==> src/rtl/csr_pkg.sv <==
// ------------------------------------------------------------------
// csr_pkg: shared op encodings, exception codes and queue entry type
// Rev 1.0
// ------------------------------------------------------------------
`default_nettype none

package csr_pkg;

  localparam int CSR_DATA_W = 32;
  localparam int CSR_PREG_W = 7;
  localparam int CSR_ROB_W  = 6;
  localparam int CSR_NUM_W  = 14;

  localparam logic [1:0] CSR_OP_RD   = 2'd0;
  localparam logic [1:0] CSR_OP_WR   = 2'd1;
  localparam logic [1:0] CSR_OP_XCHG = 2'd2;

  localparam logic [6:0] EXC_NONE = 7'h00;
  localparam logic [6:0] EXC_INE  = 7'h0D;
  localparam logic [6:0] EXC_PPI  = 7'h0E;

  typedef struct packed {
    logic [1:0]            op;
    logic [CSR_NUM_W-1:0]  csr;
    logic                  rdable;
    logic [CSR_PREG_W-1:0] rd;
    logic [CSR_DATA_W-1:0] rj;
    logic [CSR_DATA_W-1:0] rk;
    logic [CSR_ROB_W-1:0]  robptr;
    logic                  exc;
  } csr_entry_t;

  typedef enum logic [1:0] {
    ST_IDLE  = 2'd0,
    ST_READ  = 2'd1,
    ST_WRITE = 2'd2
  } csr_state_e;

  // New CSR value; rj acts as a per-bit select between rk and the old value for xchg.
  function automatic logic [CSR_DATA_W-1:0] csr_merge(
    input logic [1:0]            op,
    input logic [CSR_DATA_W-1:0] old_val,
    input logic [CSR_DATA_W-1:0] rj,
    input logic [CSR_DATA_W-1:0] rk
  );
    case (op)
      CSR_OP_WR:   csr_merge = rk;
      CSR_OP_XCHG: csr_merge = (rk & rj) | (old_val & ~rj);
      default:     csr_merge = old_val;
    endcase
  endfunction

endpackage

`default_nettype wire

==> src/rtl/csr_queue_fifo.sv <==
// ------------------------------------------------------------------
// csr_queue_fifo: circular buffer with count, same-cycle push/pop, flush
// Rev 1.0
// ------------------------------------------------------------------
`default_nettype none

module csr_queue_fifo #(
  parameter int DEPTH = 4,
  parameter type T    = logic
) (
  input  logic Clk,
  input  logic Rest,
  input  logic Flush,
  input  logic Push,
  input  T     PushData,
  input  logic Pop,
  output T     HeadData,
  output logic Full,
  output logic Empty
);

  localparam int PTR_W = $clog2(DEPTH);
  localparam int CNT_W = PTR_W + 1;

  T                 r_mem [DEPTH];
  logic [PTR_W-1:0] r_head;
  logic [PTR_W-1:0] r_tail;
  logic [CNT_W-1:0] r_count;
  logic             w_do_push;
  logic             w_do_pop;

  assign Full      = (r_count == CNT_W'(DEPTH));
  assign Empty     = (r_count == '0);
  assign w_do_push = Push & ~Full;
  assign w_do_pop  = Pop & ~Empty;
  assign HeadData  = r_mem[r_head];

  // Pointers wrap naturally because DEPTH is a power of two.
  always_ff @(posedge Clk) begin
    if (Rest || Flush) begin
      r_head  <= '0;
      r_tail  <= '0;
      r_count <= '0;
    end else begin
      if (w_do_push) r_tail <= r_tail + PTR_W'(1);
      if (w_do_pop)  r_head <= r_head + PTR_W'(1);
      case ({w_do_push, w_do_pop})
        2'b10:   r_count <= r_count + CNT_W'(1);
        2'b01:   r_count <= r_count - CNT_W'(1);
        default: r_count <= r_count;
      endcase
    end
  end

  always_ff @(posedge Clk) begin
    if (w_do_push && !Flush) r_mem[r_tail] <= PushData;
  end

endmodule

`default_nettype wire

==> src/rtl/csr_retire_queue.sv <==
// ------------------------------------------------------------------
// csr_retire_queue: privilege-checked CSR queue with in-order retire RMW
// Rev 1.0
// ------------------------------------------------------------------
`default_nettype none

module csr_retire_queue
  import csr_pkg::*;
#(
  parameter int         DEPTH    = 4,
  parameter int         DATA_W   = CSR_DATA_W,
  parameter int         PREG_W   = CSR_PREG_W,
  parameter int         ROB_W    = CSR_ROB_W,
  parameter int         CSR_W    = CSR_NUM_W,
  parameter logic [6:0] PPI_CODE = EXC_PPI
) (
  input  logic              Clk,
  input  logic              Rest,
  input  logic              Stop,
  input  logic              Flush,
  input  logic              InValid,
  output logic              InReady,
  input  logic [1:0]        InOp,
  input  logic [CSR_W-1:0]  InCsrNum,
  input  logic              InRdAble,
  input  logic [PREG_W-1:0] InRdAddr,
  input  logic [DATA_W-1:0] InRjData,
  input  logic [DATA_W-1:0] InRdData,
  input  logic [ROB_W-1:0]  InRobPtr,
  input  logic [1:0]        InPlv,
  output logic              RobRdyValid,
  output logic [ROB_W-1:0]  RobRdyPtr,
  output logic              RobRdyExc,
  output logic [6:0]        RobRdyCode,
  input  logic              RetireValid,
  input  logic [ROB_W-1:0]  RetirePtr,
  output logic              RetireAck,
  output logic              CsrReAble,
  output logic [CSR_W-1:0]  CsrReAddr,
  input  logic [DATA_W-1:0] CsrReData,
  output logic              CsrWeAble,
  output logic [CSR_W-1:0]  CsrWeAddr,
  output logic [DATA_W-1:0] CsrWeData,
  output logic              WbAble,
  output logic [PREG_W-1:0] WbAddr,
  output logic [DATA_W-1:0] WbData,
  output logic              Busy
);

  csr_entry_t       w_in;
  csr_entry_t       w_head;
  csr_entry_t       r_cur;
  csr_state_e       r_state;
  csr_state_e       w_next;
  logic             w_full;
  logic             w_empty;
  logic             w_push;
  logic             w_ack;
  logic             w_live;
  logic [DATA_W-1:0] r_old;
  logic [DATA_W-1:0] r_new;
  logic             r_rdy_valid;
  logic [ROB_W-1:0] r_rdy_ptr;
  logic             r_rdy_exc;

  // Op 3 is folded into RD at enqueue so the FSM never sees it.
  assign w_in.op     = (InOp == 2'd3) ? CSR_OP_RD : InOp;
  assign w_in.csr    = InCsrNum;
  assign w_in.rdable = InRdAble;
  assign w_in.rd     = InRdAddr;
  assign w_in.rj     = InRjData;
  assign w_in.rk     = InRdData;
  assign w_in.robptr = InRobPtr;
  assign w_in.exc    = (InPlv != 2'd0);

  assign w_live    = ~Stop & ~Rest;
  assign InReady   = ~w_full;
  assign w_push    = InValid & ~w_full & ~Stop & ~Flush;
  assign w_ack     = RetireValid & (r_state == ST_IDLE) & ~w_empty
                   & (RetirePtr == w_head.robptr) & w_live;
  assign RetireAck = w_ack;
  assign Busy      = (r_state != ST_IDLE) | ~w_empty;

  assign RobRdyValid = r_rdy_valid & w_live & ~Flush;
  assign RobRdyPtr   = r_rdy_ptr;
  assign RobRdyExc   = r_rdy_exc;
  assign RobRdyCode  = r_rdy_exc ? PPI_CODE : 7'h00;

  csr_queue_fifo #(
    .DEPTH (DEPTH),
    .T     (csr_entry_t)
  ) u_fifo (
    .Clk      (Clk),
    .Rest     (Rest),
    .Flush    (Flush & ~Stop),
    .Push     (w_push),
    .PushData (w_in),
    .Pop      (w_ack),
    .HeadData (w_head),
    .Full     (w_full),
    .Empty    (w_empty)
  );

  always_ff @(posedge Clk) begin
    if (Rest) begin
      r_state     <= ST_IDLE;
      r_cur       <= '0;
      r_old       <= '0;
      r_new       <= '0;
      r_rdy_valid <= 1'b0;
      r_rdy_ptr   <= '0;
      r_rdy_exc   <= 1'b0;
    end else if (!Stop) begin
      r_state     <= w_next;
      r_rdy_valid <= w_push;
      if (w_push) begin
        r_rdy_ptr <= InRobPtr;
        r_rdy_exc <= w_in.exc;
      end
      if (w_ack) r_cur <= w_head;
      if (r_state == ST_READ) begin
        r_old <= CsrReData;
        r_new <= csr_merge(r_cur.op, CsrReData, r_cur.rj, r_cur.rk);
      end
    end
  end

  always_comb begin
    w_next    = r_state;
    CsrReAble = 1'b0;
    CsrReAddr = '0;
    CsrWeAble = 1'b0;
    CsrWeAddr = '0;
    CsrWeData = '0;
    WbAble    = 1'b0;
    WbAddr    = '0;
    WbData    = '0;
    case (r_state)
      ST_IDLE: begin
        // Excepting entries are popped here and never touch the CSR file.
        if (w_ack && !w_head.exc) w_next = ST_READ;
      end
      ST_READ: begin
        CsrReAble = w_live;
        CsrReAddr = r_cur.csr;
        w_next    = ST_WRITE;
      end
      ST_WRITE: begin
        CsrWeAble = w_live & ((r_cur.op == CSR_OP_WR) | (r_cur.op == CSR_OP_XCHG));
        CsrWeAddr = r_cur.csr;
        CsrWeData = r_new;
        WbAble    = w_live & r_cur.rdable;
        WbAddr    = r_cur.rd;
        WbData    = r_old;
        w_next    = ST_IDLE;
      end
      default: w_next = ST_IDLE;
    endcase
  end

endmodule

`default_nettype wire
==> config.mk <==
export PLATFORM = sky130hd
export DESIGN_NAME = csr_retire_queue
export DESIGN_NICKNAME = d
export VERILOG_FILES = /design/src/rtl/csr_pkg.sv /design/src/rtl/csr_queue_fifo.sv /design/src/rtl/csr_retire_queue.sv
export SDC_FILE = /design/constraint.sdc
export NUM_CORES = 1
export LEC_CHECK = 0
export CAP_MARGIN = 5
export CORE_MARGIN = 2
export CORE_UTILIZATION = 45
export DETAILED_ROUTE_END_ITERATION = 6
export PLACE_DENSITY = 0.65
export SYNTH_ARGS = -nofsm -noshare
export SYNTH_HDL_FRONTEND = slang
export SYNTH_HIERARCHICAL = 1
export SYNTH_SLANG_ARGS = --single-unit
==> constraint.sdc <==
create_clock -name Clk -period 16.3 [get_ports Clk]
set_input_delay 4.89 -clock Clk [delete_from_list [all_inputs] [get_ports Clk]]
set_output_delay 4.89 -clock Clk [all_outputs]
set_load 0.005 [all_outputs]
==> results of run 1 <==
Yosys cell counts, types with 2 or more instances:
cell and number:
edfxtp_1 380, nand2b_1 177, dfxtp_1 171, and2_1 99, mux2i_1 95, mux4_2 95
a21oi_1 71, nand2_1 71, clkbuf_1 67, nor2_1 51, nor2b_1 39, o21ai_0 36
a311oi_1 32, or3b_2 32, buf_4 15, buf_2 14, inv_1 11, buf_1 7
ha_1 7, buf_12 6, xnor2_1 5, nor3b_1 4, xor2_1 4, buf_6 2
nand3_1 2, nor4b_1 2, or2_2 2, or3_1 2
flip-flops by register name, summed over array words and instances, names as in the netlist, named ones only:
name,count
u_fifo/r_mem,380
r_cur,88
r_new,32
r_old,32
RobRdyPtr,6
u_fifo/r_count,3
r_state,2
u_fifo/r_head,2
u_fifo/r_tail,2
RobRdyExc,1
r_rdy_valid,1
worst paths after layout:
kind / from / endpoint / slack (ns) / depth (start not counted)
worst max-delay path: Stop / RetireAck / 4.08 / 5
worst min-delay path: r_old[3] / r_old[3] / 0.45 / 2
worst max register to register: flip-flop / u_fifo/r_count[2] / 11.46 / 13
worst min register to register: r_old[3] / r_old[3] / 0.45 / 2
through the flow:
step	std cells	hold slack [ns]	worst slack, ns
5_1_grt	2447	0.462	3.94
6_report	2449	0.450	4.08
2_1_floorplan	1514	0.432	2.65
3_3_place_gp	2344	0.441	4.10
3_5_place_dp	2344	0.445	4.11
4_1_cts	2447	0.454	4.10
routing by layer:
metal  routed length, µm  part of all wire, %  global-route usage [%]  vias to the layer above
met5                  13                0.026                       0                        -
met4                1240                  2.4                    6.35                        2
met3                2880                  5.7                    4.04                       72
met2               25200                   50                    33.5                      322
met1               21500                   42                    25.7                     6563
li1                    -                    -                       -                     5983
critical path: stages:
cell and delay (ns):
clkdlybuf4s50_1 0.39, buf_4 0.19, or4_4 0.59, nor4_1 0.63, clkdlybuf4s50_1 0.63
power groups by stage:
| stage | logic, mW | registers [mW] | clock network [mW] |
|---|---|---|---|
| 3_5_place_dp | 0.0923 | 1.53 | 0 |
| 5_1_grt | 0.0988 | 1.50 | 1.31 |
| 4_1_cts | 0.0927 | 1.50 | 1.26 |
| 6_report | 0.0914 | 1.50 | 1.23 |
| 3_3_place_gp | 0.0904 | 1.53 | 0 |
| 2_1_floorplan | 0.0336 | 1.54 | 0 |
logic make-up (layout without fill, tap and decap cells):
family | Yosys count | in the layout | synth area share [%]
DFF | 551 | 551 | 66.1
and+or+nand+nor | 488 | 488 | 12.7
muxes | 190 | 190 | 13.8
AOI/OAI and AO/OA | 141 | 141 | 3.70
buffers and inverters | 123 | 392 | 2.94
xor gates and xnor gates | 9 | 9 | 0.351
adders and majority gates | 8 | 8 | 0.479
other | 1 | 6 | 0.0167
final cells by class:
class                      count  area share (%)
antenna                        2          0.0184
clock buffer                  81            5.68
clock inverter                22           0.744
inverter                      11           0.152
multi-input combinational    840            25.8
sequential                   551            54.5
tap                          664            3.05
timing repair buffer         278            10.1
==> flow_metrics.py, run 1 <==
metrics = {
    "die": {
        "die_y_um": 227,
        "fp-row-count": 81,
        "dieArea_um2": 51700,
        "io_pins": 260,
        "start_util_pct": 45.8,
        "coreArea_um2": 49100,
        "die_w_um": 227,
    },
    "clock_tree": {
        "cts.clk_slew.worst_paths_ns": 0.06,
        "h-tree-depth": 2,
        "tritoncts": "done",
        "numCtsBuffers": 55,
        "cts_hold_buf": 0,
        "postCtsSetupBuffers": 0,
        "root_buffer": "clkbuf_16",
        "clk_path_buf_depth": 3,
        "cts_resized": 0,
        "clock_sinks": 551,
        "clock_latency_ns": 0.60,
    },
    "power": {
        "seq_power_share_pct": 53.2,
        "p_leak_nw": 8.55,
        "power_frac_comb_pct": 3.2,
        "power_frac_clock_pct": 43.6,
        "vdd_drop_max_v": 0.0000669,
        "swShare_pct": 19.7,
        "power.density_nw_per_um2": 104,
        "intPower_mw": 2.27,
        "power_mw": 2.83,
        "power_switching_mw": 0.558,
    },
    "timing": {
        "finalCriticalPeriod_ns": 12.22,
        "finalSetupViolCount": 0,
        "hold_viol": 0,
        "fin_crit_sh_pct": 75.0,
        "rsz0062_at_grt": "false",
        "tightest_slew_ns": 1.06,
        "fmax_mhz": 81.8,
        "final.setup_skew_ns": 0.0165,
        "relSlewSlack_pct": 29.0,
        "finalMaxSlewViolations": 0,
        "fin_tns_setup_ns": 0,
    },
    "synthesis": {
        "synth_edf_count": 380,
        "yosysWarnings": 6,
        "synthDominantCellAreaShare_pct": 50.8,
        "syn_area_per_cell_um2": 14.9,
        "ys_seq_elements": 551,
        "async_reset_ff_share_pct": 0,
        "syn-cell-area_um2": 22500,
        "synth_top_cells_by_area": "edfxtp_1, dfxtp_1, mux4_2",
        "yosysTopAreaCell": "edfxtp_1",
        "syn_inst": 1511,
        "ys_seq_area_share_pct": 66.1,
        "ys.flop_type": "edfxtp_1",
        "yosysUniqueCellTypes": 40,
    },
    "cells_and_area": {
        "synthToLayoutAreaGrowth_pct": 21.3,
        "layout.area.seq_um2": 14800,
        "final_util_pct": 55.5,
        "fill_cells": 4086,
        "design_area_um2": 27200,
        "final_nets": 1885,
        "final_common_cell": "edfxtp_1",
        "most-common-layout-cells": "edfxtp_1, clkdlybuf4s50_1, nand2b_1",
        "multi_input_area_um2": 7030,
        "layout-drive-gt1-share_pct": 13.6,
    },
    "global_route": {
        "grt_remaining_overflow": 0,
        "grt_pass1_vias": 13200,
        "grt_usage_pct": 19.8,
        "grt_antenna_before_repair": 2,
        "grt_pass1_wl_um": 76900,
        "grt_max_degree": 98,
    },
    "placed_design": {
        "dp.final_hpwl_um": 30900,
        "port_buffers": 255,
        "dpl_cell_area_um2": 25500,
        "routabilityCongestion": 0.789,
    },
    "worst_setup_path": {
        "cp-end-kind": "output pin",
        "arrival_ns": 7.33,
        "worst_setup_path_start_kind": "input port",
        "crit_fanout": 10,
        "worstSetupPathType": "input port to output pin",
        "crit_required_ns": 11.41,
    },
    "route": {
        "via_per_inst": 5.28,
        "drt_wl_total_um": 50800,
        "num_vias": 12900,
        "drt-initial-drc-count": 813,
        "drc_errors": 0,
        "wl_per_cell_um": 20.7,
        "drtAntennaViolNets": 0,
        "first_pass_iters": 5,
    },
    "job": {
        "cap_viol_max_count": 0,
    },
    "status": {
        "status": "finished, final reports clean",
    },
    "worst_hold_path": {
        "hold_class": "flip-flop to flip-flop",
    },
}
(Power assumes the default switching activity.)
==> run 2, diff against run 1 <==
==> constraint.sdc (replaced) <==
create_clock -name Clk -period 11.4 [get_ports Clk]
set_input_delay 3.42 -clock Clk [delete_from_list [all_inputs] [get_ports Clk]]
set_output_delay 3.42 -clock Clk [all_outputs]
set_load 0.005 [all_outputs]
==> flow_metrics.py, run 2 (synthesized netlist as in run 1, its figures left out) <==
metrics = {
    "status": {
        "status": "finished, final reports clean",
    },
    "route": {
        "drc_errors": 0,
        "via_per_inst": 5.27,
        "num_vias": 12900,
        "first_pass_iters": 4,
        "drtAntennaViolNets": 0,
        "wl_per_cell_um": 20.9,
        "drt_wl_total_um": 51200,
        "drt-initial-drc-count": 702,
    },
    "worst_setup_path": {
        "crit_path_frequent_cell": "clkdlybuf4s50_1",
        "path_cells": "clkdlybuf4s50_1 -> buf_4 -> or4_4 -> nor4_1 -> clkdlybuf4s50_1",
        "worst_setup_path_start_kind": "input port",
        "cp-end-kind": "output pin",
        "critPathMaxStageDelay_ns": 0.65,
        "arrival_ns": 5.87,
        "crit_fanout": 10,
        "worstRegToRegCells": 12,
        "worstSetupPathType": "input port to output pin",
        "crit_required_ns": 7.98,
        "crit_path_top_delay_cell": "nor4_1",
    },
    "cells_and_area": {
        "regMostFlops": "u_fifo/r_mem",
        "layout-drive-gt1-share_pct": 14.3,
        "most-common-layout-cells": "edfxtp_1, clkdlybuf4s50_1, nand2b_1",
        "largest_reg_flops": 380,
        "largest_registers": "u_fifo/r_mem (380), r_cur (88)",
        "synthToLayoutAreaGrowth_pct": 22.1,
        "final_common_cell": "edfxtp_1",
        "final_nets": 1888,
    },
    "global_route": {
        "grt_pass1_vias": 13400,
        "grt_usage_pct": 20.1,
        "grt_pass1_wl_um": 78500,
        "grt_antenna_before_repair": 5,
        "grt_max_degree": 125,
        "grt_remaining_overflow": 0,
    },
    "die": {
        "fp-row-count": 81,
        "die_w_um": 227,
        "die_y_um": 227,
        "io_pins": 260,
        "dieArea_um2": 51700,
        "coreArea_um2": 49100,
        "start_util_pct": 45.8,
    },
    "placed_design": {
        "routabilityCongestion": 0.801,
        "dpl_worst_slack_ns": 2.07,
        "dp.final_hpwl_um": 31000,
        "port_buffers": 255,
    },
    "power": {
        "power_switching_mw": 0.826,
        "intPower_mw": 3.36,
        "swShare_pct": 19.8,
        "power_frac_clock_pct": 45.4,
        "power_frac_comb_pct": 3.1,
        "p_leak_nw": 8.64,
        "power_mw": 4.18,
        "power.density_nw_per_um2": 153,
        "vdd_drop_max_v": 0.000106,
        "seq_power_share_pct": 51.4,
    },
    "timing": {
        "relSlewSlack_pct": 25.7,
        "rsz0062_at_grt": "false",
        "finalCriticalPeriod_ns": 9.29,
        "tightest_slew_ns": 1.11,
        "final.setup_skew_ns": 0.0205,
        "finalSetupViolCount": 0,
        "setup_slack_ns": 2.11,
        "hold_viol": 0,
        "fin_tns_setup_ns": 0,
        "finalMaxSlewViolations": 0,
        "fin_crit_sh_pct": 81.5,
        "fmax_mhz": 108,
    },
    "clock_tree": {
        "h-tree-depth": 2,
        "cts.clk_slew.worst_paths_ns": 0.06,
        "clock_sinks": 551,
        "cts_hold_buf": 0,
        "numCtsBuffers": 58,
        "tritoncts": "done",
        "root_buffer": "clkbuf_16",
        "clock_latency_ns": 0.61,
        "clk_path_buf_depth": 3,
        "cts_resized": 0,
        "postCtsSetupBuffers": 0,
    },
    "job": {
        "cap_viol_max_count": 0,
    },
    "worst_hold_path": {
        "hold_path_depth": 2,
        "hold_class": "flip-flop to flip-flop",
    },
}
## run 2: changes by cell type in the layout (fill, tap and decap cells not counted)
cell        before  now
clkbuf_1        21   17
clkbuf_16       57   59
clkinv_8         0    2
bufinv_16        4    7
clkinvlp_4       0    2
clkinv_1         6    3
buf_12           1    0
clkinv_2        12   14
buf_4           22   23
inv_8            0    1
clkbuf_8         3    4
## run 2: cell type report
class,count,area (µm²)
diodes,2,5.00
multi-input cells,840,7030
flip-flops and latches,551,14800
fillers,4044,21600
repair buffers,278,2730
clock inverters,29,350
inverters,11,41.3
clock buffers,80,1600
well taps,664,831
## run 2: layer usage
layer  global-route usage, %  share of wire (%)  up-vias
li1                        -                  -     5995
met1                    26.1                 42     6550
met2                    34.4                 49      337
met3                    4.23                6.2       61
met4                    5.46                2.1        4
met5                       0              0.053        -
## run 2: critical path, delay by kind of cell
family | cells | cell delay (ns)
AND/OR/NAND/NOR | 2 | 1.24
buffers and inverters | 3 | 1.22
## run 2: final timing paths
path,startpoint,to,slack (ns)
worst max-delay path,Stop,RetireAck,2.11
worst max register to register,flip-flop,u_fifo/r_count[2],7.31
worst min register to register,r_old[3],r_old[3],0.45
worst min-delay path,r_old[3],r_old[3],0.45
## run 2: power groups by stage
stage | sequential (mW) | combinational (mW) | clock, mW
floorplan | 2.20 | 0.0480 | 0
global placement | 2.19 | 0.130 | 0
detailed placement | 2.19 | 0.133 | 0
CTS | 2.15 | 0.133 | 1.94
global route | 2.15 | 0.142 | 2.02
finish | 2.15 | 0.131 | 1.90
## run 2: per-stage QoR
| stage | instance area, µm² | hold slack, ns | cells | util [%] |
|---|---|---|---|---|
| floorplan | 22500 | 0.432 | 1514 | - |
| detailed placement | 25500 | 0.442 | 2344 | 51.9 |
| finish | 27400 | 0.449 | 2455 | 55.9 |
| global route | 27400 | 0.466 | 2453 | 55.9 |
| global placement | 25500 | 0.439 | 2344 | 51.9 |
| CTS | 27400 | 0.451 | 2453 | 55.9 |
